File: config.mk
export PLATFORM = sky130hd
export DESIGN_NAME = ysyx_22040237_mdu_seq
export DESIGN_NICKNAME = d
export VERILOG_FILES = /design/src/rtl/ysyx_22040237_mdu_seq_pkg.sv /design/src/rtl/ysyx_22040237_mdu_iter.sv /design/src/rtl/ysyx_22040237_mdu_seq.sv
export SDC_FILE = /design/constraint.sdc
export NUM_CORES = 2
export LEC_CHECK = 0
export BUFFER_PORTS_ARGS = -buffer_cell sky130_fd_sc_hd__buf_2
export CORE_MARGIN = 1.5
export CORE_UTILIZATION = 30
export CTS_CLUSTER_SIZE = 28
export DETAILED_ROUTE_END_ITERATION = 8
export GPL_TIMING_DRIVEN = 0
export HOLD_SLACK_MARGIN = 0.12
export PLACE_DENSITY_LB_ADDON = 0.3
export SLEW_MARGIN = 20
export SYNTH_ARGS = -nofsm -noshare
export SYNTH_HDL_FRONTEND = slang
export SYNTH_SLANG_ARGS = --single-unit
File: constraint.sdc
create_clock -name clk -period 9.9 [get_ports clk]
set_input_delay 0.99 -clock clk [delete_from_list [all_inputs] [get_ports clk]]
set_output_delay 0.99 -clock clk [all_outputs]
set_load 0.02 [all_outputs]
File: src/rtl/ysyx_22040237_mdu_seq_pkg.sv
// Shared definitions for the multi-cycle multiply/divide sequencer:
// datapath width, MDU operation encodings and sequencer state encoding.
package ysyx_22040237_mdu_seq_pkg;

    localparam int ysyx_22040237_REG_WIDTH = 64;

    localparam logic [2:0] ysyx_22040237_MDU_OP_MUL    = 3'd0;
    localparam logic [2:0] ysyx_22040237_MDU_OP_MULH   = 3'd1;
    localparam logic [2:0] ysyx_22040237_MDU_OP_MULHSU = 3'd2;
    localparam logic [2:0] ysyx_22040237_MDU_OP_MULHU  = 3'd3;
    localparam logic [2:0] ysyx_22040237_MDU_OP_DIV    = 3'd4;
    localparam logic [2:0] ysyx_22040237_MDU_OP_DIVU   = 3'd5;
    localparam logic [2:0] ysyx_22040237_MDU_OP_REM    = 3'd6;
    localparam logic [2:0] ysyx_22040237_MDU_OP_REMU   = 3'd7;

    typedef enum logic [2:0] {
        ST_IDLE = 3'd0,
        ST_PREP = 3'd1,
        ST_CALC = 3'd2,
        ST_FIX  = 3'd3,
        ST_DONE = 3'd4
    } mdu_state_e;

endpackage

File: src/rtl/ysyx_22040237_mdu_iter.sv
// One combinational iteration step of the MDU engine.
// Multiply: left-shift the partial product and add the multiplicand when
// the current multiplier bit is set (bits are fed MSB first).
// Divide: the low half of the partial holds the remainder; shift in the next
// dividend bit and trial-subtract the divisor. The quotient bit is returned
// separately and the upper half is passed through for the sequencer to fill.
module ysyx_22040237_mdu_iter #(
    parameter int XLEN = 64
) (
    input  logic [2*XLEN-1:0] i_partial,
    input  logic [XLEN-1:0]   i_operand,
    input  logic              i_bit,
    input  logic              i_div,
    output logic [2*XLEN-1:0] o_partial,
    output logic              o_qbit
);

    logic [2*XLEN-1:0] w_mul_shift;
    logic [2*XLEN-1:0] w_mul_next;
    logic [XLEN:0]     w_rem_shift;
    logic [XLEN:0]     w_trial;
    logic [XLEN-1:0]   w_rem_next;

    assign w_mul_shift = {i_partial[2*XLEN-2:0], 1'b0};
    assign w_mul_next  = i_bit ? (w_mul_shift + {{XLEN{1'b0}}, i_operand}) : w_mul_shift;

    // The remainder stays below the divisor, so bit XLEN of the trial
    // difference is a clean borrow flag.
    assign w_rem_shift = {i_partial[XLEN-1:0], i_bit};
    assign w_trial     = w_rem_shift - {1'b0, i_operand};
    assign o_qbit      = i_div & ~w_trial[XLEN];
    assign w_rem_next  = o_qbit ? w_trial[XLEN-1:0] : w_rem_shift[XLEN-1:0];

    assign o_partial = i_div ? {i_partial[2*XLEN-1:XLEN], w_rem_next} : w_mul_next;

endmodule

File: src/rtl/ysyx_22040237_mdu_seq.sv
// Multi-cycle multiply/divide sequencer (IDLE -> PREP -> CALC -> FIX -> DONE).
// Signed operands are reduced to magnitudes in PREP, iterated one bit per
// cycle in CALC and re-signed in FIX. Divide-by-zero and signed overflow
// results are formed in PREP and skip CALC.
// Optional macro YSYX_22040237_MDU_FAST_MUL_EN: multiplies are computed with a
// single wide product in PREP and skip CALC as well.
module ysyx_22040237_mdu_seq
    import ysyx_22040237_mdu_seq_pkg::*;
#(
    parameter int XLEN = ysyx_22040237_REG_WIDTH
) (
    input  logic            clk,
    input  logic            rst,
    input  logic            in_valid_i,
    output logic            in_ready_o,
    input  logic [2:0]      mdu_op_i,
    input  logic            mdu_wop_i,
    input  logic [XLEN-1:0] op1_i,
    input  logic [XLEN-1:0] op2_i,
    input  logic [4:0]      rd_idx_i,
    input  logic            flush_i,
    output logic            out_valid_o,
    input  logic            out_ready_i,
    output logic [XLEN-1:0] res_o,
    output logic [4:0]      rd_idx_o,
    output logic            busy_o
);

    localparam int CW = $clog2(XLEN);

    function automatic logic op_sgn1(input logic [2:0] op);
        return (op == ysyx_22040237_MDU_OP_MULH) || (op == ysyx_22040237_MDU_OP_MULHSU) ||
               (op == ysyx_22040237_MDU_OP_DIV)  || (op == ysyx_22040237_MDU_OP_REM);
    endfunction

    function automatic logic op_sgn2(input logic [2:0] op);
        return (op == ysyx_22040237_MDU_OP_MULH) || (op == ysyx_22040237_MDU_OP_DIV) ||
               (op == ysyx_22040237_MDU_OP_REM);
    endfunction

    // Word ops only use the low 32 bits, extended by the operand's signedness.
    function automatic logic [XLEN-1:0] ext_w(input logic [XLEN-1:0] v, input logic wop,
                                              input logic sgn);
        if (!wop) return v;
        return {{(XLEN-32){sgn & v[31]}}, v[31:0]};
    endfunction

    // Pick the product field: MUL takes the low half, MULH* the high half
    // (bits [2N-1:N]); word results are sign-extended from bit 31.
    function automatic logic [XLEN-1:0] mul_field(input logic [2:0] op, input logic wop,
                                                  input logic [2*XLEN-1:0] p);
        logic [XLEN-1:0] f;
        if (op == ysyx_22040237_MDU_OP_MUL) f = p[XLEN-1:0];
        else if (wop)                       f = {{(XLEN-32){1'b0}}, p[63:32]};
        else                                f = p[2*XLEN-1:XLEN];
        return ext_w(f, wop, 1'b1);
    endfunction

    mdu_state_e        r_state;
    logic [2:0]        r_op;
    logic              r_wop;
    logic [4:0]        r_rd;
    logic [XLEN-1:0]   r_a;
    logic [XLEN-1:0]   r_b;
    logic [2*XLEN-1:0] r_acc;
    logic [CW-1:0]     r_cnt;
    logic              r_s1;
    logic              r_s2;
    logic              r_pre;
    logic [XLEN-1:0]   r_res;
    logic              r_out_valid;

    logic              w_div;
    logic              w_quo_sel;
    logic              w_neg1;
    logic              w_neg2;
    logic [XLEN-1:0]   w_abs1;
    logic [XLEN-1:0]   w_abs2;
    logic [XLEN-1:0]   w_most_neg;
    logic              w_div_zero;
    logic              w_ovf;
    logic [XLEN-1:0]   w_special_res;
    logic              w_it_bit;
    logic [XLEN-1:0]   w_it_opnd;
    logic [2*XLEN-1:0] w_it_next;
    logic              w_qbit;
    logic [2*XLEN-1:0] w_prod;
    logic [XLEN-1:0]   w_quo;
    logic [XLEN-1:0]   w_rem;
    logic [XLEN-1:0]   w_fix_res;

    assign w_div     = r_op[2];
    assign w_quo_sel = ~r_op[1];

    // PREP: magnitudes, sign flags and special-case detection on raw operands
    assign w_neg1     = op_sgn1(r_op) & r_a[XLEN-1];
    assign w_neg2     = op_sgn2(r_op) & r_b[XLEN-1];
    assign w_abs1     = w_neg1 ? (~r_a + 1'b1) : r_a;
    assign w_abs2     = w_neg2 ? (~r_b + 1'b1) : r_b;
    assign w_most_neg = r_wop ? {{(XLEN-31){1'b1}}, 31'd0} : {1'b1, {(XLEN-1){1'b0}}};
    assign w_div_zero = (r_b == '0);
    assign w_ovf      = op_sgn1(r_op) & (r_a == w_most_neg) & (&r_b);
    assign w_special_res = w_div_zero ? (w_quo_sel ? {XLEN{1'b1}} : ext_w(r_a, r_wop, 1'b1))
                                      : (w_quo_sel ? r_a : '0);

    // CALC: bits are consumed MSB first, indexed by the down-counter
    assign w_it_bit  = w_div ? r_a[r_cnt] : r_b[r_cnt];
    assign w_it_opnd = w_div ? r_b : r_a;

    ysyx_22040237_mdu_iter #(.XLEN(XLEN)) u_iter (
        .i_partial (r_acc),
        .i_operand (w_it_opnd),
        .i_bit     (w_it_bit),
        .i_div     (w_div),
        .o_partial (w_it_next),
        .o_qbit    (w_qbit)
    );

    // FIX: restore signs and select the architectural result
    assign w_prod    = (r_s1 ^ r_s2) ? (~r_acc + 1'b1) : r_acc;
    assign w_quo     = (r_s1 ^ r_s2) ? (~r_acc[2*XLEN-1:XLEN] + 1'b1) : r_acc[2*XLEN-1:XLEN];
    assign w_rem     = r_s1 ? (~r_acc[XLEN-1:0] + 1'b1) : r_acc[XLEN-1:0];
    assign w_fix_res = w_div ? ext_w(w_quo_sel ? w_quo : w_rem, r_wop, 1'b1)
                             : mul_field(r_op, r_wop, w_prod);

`ifdef YSYX_22040237_MDU_FAST_MUL_EN
    logic [2*XLEN-1:0] w_fast_p;
    // Full-width two's complement product of the sign/zero-extended operands
    assign w_fast_p = {{XLEN{op_sgn1(r_op) & r_a[XLEN-1]}}, r_a} *
                      {{XLEN{op_sgn2(r_op) & r_b[XLEN-1]}}, r_b};
`endif

    // Sequencer FSM: owns every register, flush overrides all states
    always_ff @(posedge clk or negedge rst) begin
        if (!rst) begin
            r_state     <= ST_IDLE;
            r_op        <= '0;
            r_wop       <= 1'b0;
            r_rd        <= '0;
            r_a         <= '0;
            r_b         <= '0;
            r_acc       <= '0;
            r_cnt       <= '0;
            r_s1        <= 1'b0;
            r_s2        <= 1'b0;
            r_pre       <= 1'b0;
            r_res       <= '0;
            r_out_valid <= 1'b0;
        end else if (flush_i) begin
            r_state     <= ST_IDLE;
            r_out_valid <= 1'b0;
        end else begin
            case (r_state)
                ST_IDLE: begin
                    if (in_valid_i) begin
                        r_op    <= mdu_op_i;
                        r_wop   <= mdu_wop_i;
                        r_rd    <= rd_idx_i;
                        r_a     <= ext_w(op1_i, mdu_wop_i, op_sgn1(mdu_op_i));
                        r_b     <= ext_w(op2_i, mdu_wop_i, op_sgn2(mdu_op_i));
                        r_state <= ST_PREP;
                    end
                end
                ST_PREP: begin
                    r_s1  <= w_neg1;
                    r_s2  <= w_neg2;
                    r_a   <= w_abs1;
                    r_b   <= w_abs2;
                    r_acc <= '0;
                    r_cnt <= r_wop ? CW'(31) : CW'(XLEN-1);
                    // Short-path results are final here; FIX just forwards them
                    if (w_div && (w_div_zero || w_ovf)) begin
                        r_res   <= w_special_res;
                        r_pre   <= 1'b1;
                        r_state <= ST_FIX;
`ifdef YSYX_22040237_MDU_FAST_MUL_EN
                    end else if (!w_div) begin
                        r_res   <= mul_field(r_op, r_wop, w_fast_p);
                        r_pre   <= 1'b1;
                        r_state <= ST_FIX;
`endif
                    end else begin
                        r_pre   <= 1'b0;
                        r_state <= ST_CALC;
                    end
                end
                ST_CALC: begin
                    r_acc <= w_div ? {r_acc[2*XLEN-2:XLEN], w_qbit, w_it_next[XLEN-1:0]}
                                   : w_it_next;
                    r_cnt <= r_cnt - 1'b1;
                    if (r_cnt == '0) r_state <= ST_FIX;
                end
                ST_FIX: begin
                    if (!r_pre) r_res <= w_fix_res;
                    r_out_valid <= 1'b1;
                    r_state     <= ST_DONE;
                end
                ST_DONE: begin
                    if (out_ready_i) begin
                        r_out_valid <= 1'b0;
                        r_state     <= ST_IDLE;
                    end
                end
                default: begin
                    r_out_valid <= 1'b0;
                    r_state     <= ST_IDLE;
                end
            endcase
        end
    end

    assign in_ready_o  = (r_state == ST_IDLE);
    assign busy_o      = (r_state != ST_IDLE);
    assign out_valid_o = r_out_valid;
    assign res_o       = r_res;
    assign rd_idx_o    = r_rd;

endmodule

==> results.cfg <==
[grt]
grt_pass1_vias = 42300
grt_pass1_wl_um = 347600
grt_usage_pct = 38.88
globalRoute.totalOverflow = 0
grt_max_degree = 89
antenna_found_initial = 19

[yosys]
synth_fp_nets = 5520
netlist_top_cells_area = dfrtp_1, a21oi_1, xnor2_1, o21ai_0, nor2_1
synthArstFlopShare_pct = 100.0
ys_types = 103
synthCells = 5239
synth_top_cell_by_area = dfrtp_1
ys_ff_latch = 342
yosys_warnings = 0
synth-edff-count = 0
seq_area_frac_synth_pct = 22.73
synth_top_area_share_pct = 22.73
netlist_area_mm2 = 0.03766
postSynthAreaPerCell_um2 = 7.188
synthFlopType = dfrtp_1

[finish]
syn_to_final_growth_pct = 13.29
drive_gt1_share_pct = 8.802
final_core_util_pct = 34.37
fill_cells = 13460
nets = 5789
finalNonFillerCells = 7196

[setup_path]
crit_top_cell = nand2_1
worstPathMaxFanout = 10
critPathArrivalTime_ns = 9.94
slowest_stage = buf_1
crit_path_end_kind = flip-flop
worst-path-buf-inv = 6
path_delay_family = buffers and inverters
path_cells = clkbuf_1 -> clkbuf_1 -> buf_1 -> mux2i_1 -> ha_1 -> clkbuf_1 -> nand2_1 -> nor4_1 -> or4bb_1 -> a21oi_1 -> o31ai_1 -> nand2_1 -> a311oi_1 -> xnor2_1 -> buf_2 -> nand2_1 -> nand2_1 -> buf_2 -> o21ai_0 -> o21ai_0
start_kind = flip-flop
cpPeakStageDelay_ns = 0.95
cp.required_ns = 10.41
crit_type = reg -> reg

[die]
core-area_mm2 = 0.1241
fp.dieH_um = 357.3
fp.dieW_um = 357.3
dieArea_mm2 = 0.1277
start_util_pct = 30.34
ios = 214
row_count = 129

[power]
comb_power_share_pct = 74.3
p_int_w = 0.006768
power.switching_w = 0.01100
finalPower_w = 0.01776
clockPowerShare_pct = 10.6
power.density_mw_per_mm2 = 416.4
p_leak_nw = 16.51
ir_drop_mv = 0.2060
netSwitchingFraction_pct = 61.90
power_frac_seq_pct = 15.0

[route]
vias = 45870
drc = 0
routed_via_density = 6.374
dr.pass1.iters = 6
detail-route-antenna-nets = 0
wl_per_cell_um = 35.70
routed_wl_um = 256900
drtIter0Drc = 6969

[clock_network]
h-tree-depth = 2
cts_buffer_depth = 3
root_buffer = clkbuf_16
cts_hold_buf = 0
clock_sinks = 342
clk_latency_ns = 0.67
cts_tree = built
cts_made_buffers = 47
path_clk_slew_ns = 0.07
cts_resized = 0
postCtsSetupBuffers = 0

[place]
portBuffers = 213
gp_congestion = 1.086
placedCellCount = 7096
pre_cts_ws_ns = 0.7821
hpwl_um = 206400

[sta]
hold_viol_final = 0
period_minus_slack_ns = 9.432
fmax_mhz = 106.0
setup_violations = 0
skew_ns = 0.04351
slew_headroom_pct = 12.23
worst_slack_ns = 0.4678
slew_violations = 0
rsz0062_at_grt = no
fin_crit_sh_pct = 95.27
tightest_slew_ns = 1.317
setup-tns-final_ns = 0

[hold_path]
hp-class = in -> async

[run]
cap_violations = 0

[status]
status = finished clean
[power by group through the flow]
stage	clock network, W	registers, W	logic, W
finish	0.00189	0.00267	0.0132
global route	0.00193	0.00266	0.0137
CTS	0.00188	0.00259	0.0126
detailed placement	0	0.00261	0.0126
global placement	0	0.00260	0.0126
floorplan	0	0.00234	0.00756
[synthesized netlist by cell type (135+ instances only)]
master / count
a21oi_1: 549
clkbuf_1: 413
dfrtp_1: 342
ha_1: 137
inv_1: 174
nand2_1: 501
nand3_1: 185
nor2_1: 536
nor3_1: 161
o21ai_0: 443
xnor2_1: 279
xor2_1: 135
[worst reg2reg max path: cells and delay by family, from the launching register on]
family          cells  cell delay (ns)
mux                 1             0.73
xor+xnor            1             0.19
flops               1             0.52
simple gates        6             2.81
buf+inv             6             3.48
fa+ha+maj           1             0.22
compound gates      5             1.32
[cells by family (layout without fill, tap and decap cells)]
group           Yosys count  count (layout)  synth area share [%]
simple gates           1850            1850                 23.57
flops                   342             342                 22.73
mux                     150             150                 5.426
compound gates         1642            1642                 26.47
other cells               0              15                     0
buf+inv                 681             986                 6.961
fa+ha+maj               160             160                 5.216
xor+xnor                414             414                 9.629
[final timing paths]
| check | startpoint | to | slack (ns) | cells past startpoint |
|---|---|---|---|---|
| setup reg to reg | r_op[2] | r_acc[53] | 0.47 | 20 |
| hold / removal | rst | r_acc[87] | 0.22 | 1 |
| min in group clk | rd_idx_o[0] | rd_idx_o[0] | 0.48 | 2 |
| max in group asynchronous | rst | r_b[26] | 8.37 | 3 |
| hold reg to reg | rd_idx_o[0] | rd_idx_o[0] | 0.48 | 2 |
| setup / recovery | r_op[2] | r_acc[53] | 0.47 | 20 |
[cells in the final DEF (no fill, tap or decap), types with 158 or more instances in the layout]
cell      synthesis  final
buf_2            30    244
o21ai_0         443    443
nor3_1          161    158
nand2_1         501    501
nand3_1         185    185
nor2_1          536    536
clkbuf_1        413    411
dfrtp_1         342    342
inv_1           174    174
xnor2_1         279    279
a21oi_1         549    549
[per-stage QoR]
step                hold slack (ns)  area [µm²]
floorplan                    0.4642       37660
global placement             0.4608       40770
detailed placement           0.4583       40970
CTS                          0.2282       42580
global route                 0.2493       42630
finish                       0.2211       42660
[state kept, by name, summed over array words and instances, names as in the netlist]
register     flops
r_acc          128
r_a             64
r_b             64
res_o           64
r_cnt            6
rd_idx_o         5
r_op             3
r_state          3
out_valid_o      1
r_pre            1
r_s1             1
r_s2             1
r_wop            1
[routing by layer]
metal,GRT usage (%),part of all wire [%],vias to the layer above
met4,25.13,7.7,10
met3,10.21,10,624
li1,-,-,19420
met5,0,0.045,-
met2,55.93,41,3100
met1,51.11,41,22720
[cell type report]
| type | count | area (µm²) | area share, % |
|---|---|---|---|
| sequential | 342 | 8558 | 20.06 |
| clock buffer | 68 | 1375 | 3.223 |
| antenna | 15 | 37.54 | 0.08798 |
| timing repair buffer | 220 | 1216 | 2.851 |
| clock inverter | 17 | 241.5 | 0.5660 |
| inverter | 180 | 675.6 | 1.584 |
| buffer | 501 | 1962 | 4.599 |
| multi-input combinational | 4216 | 26550 | 62.23 |
| tap | 1637 | 2048 | 4.801 |
Note: power is estimated with default switching activity, not from simulation.
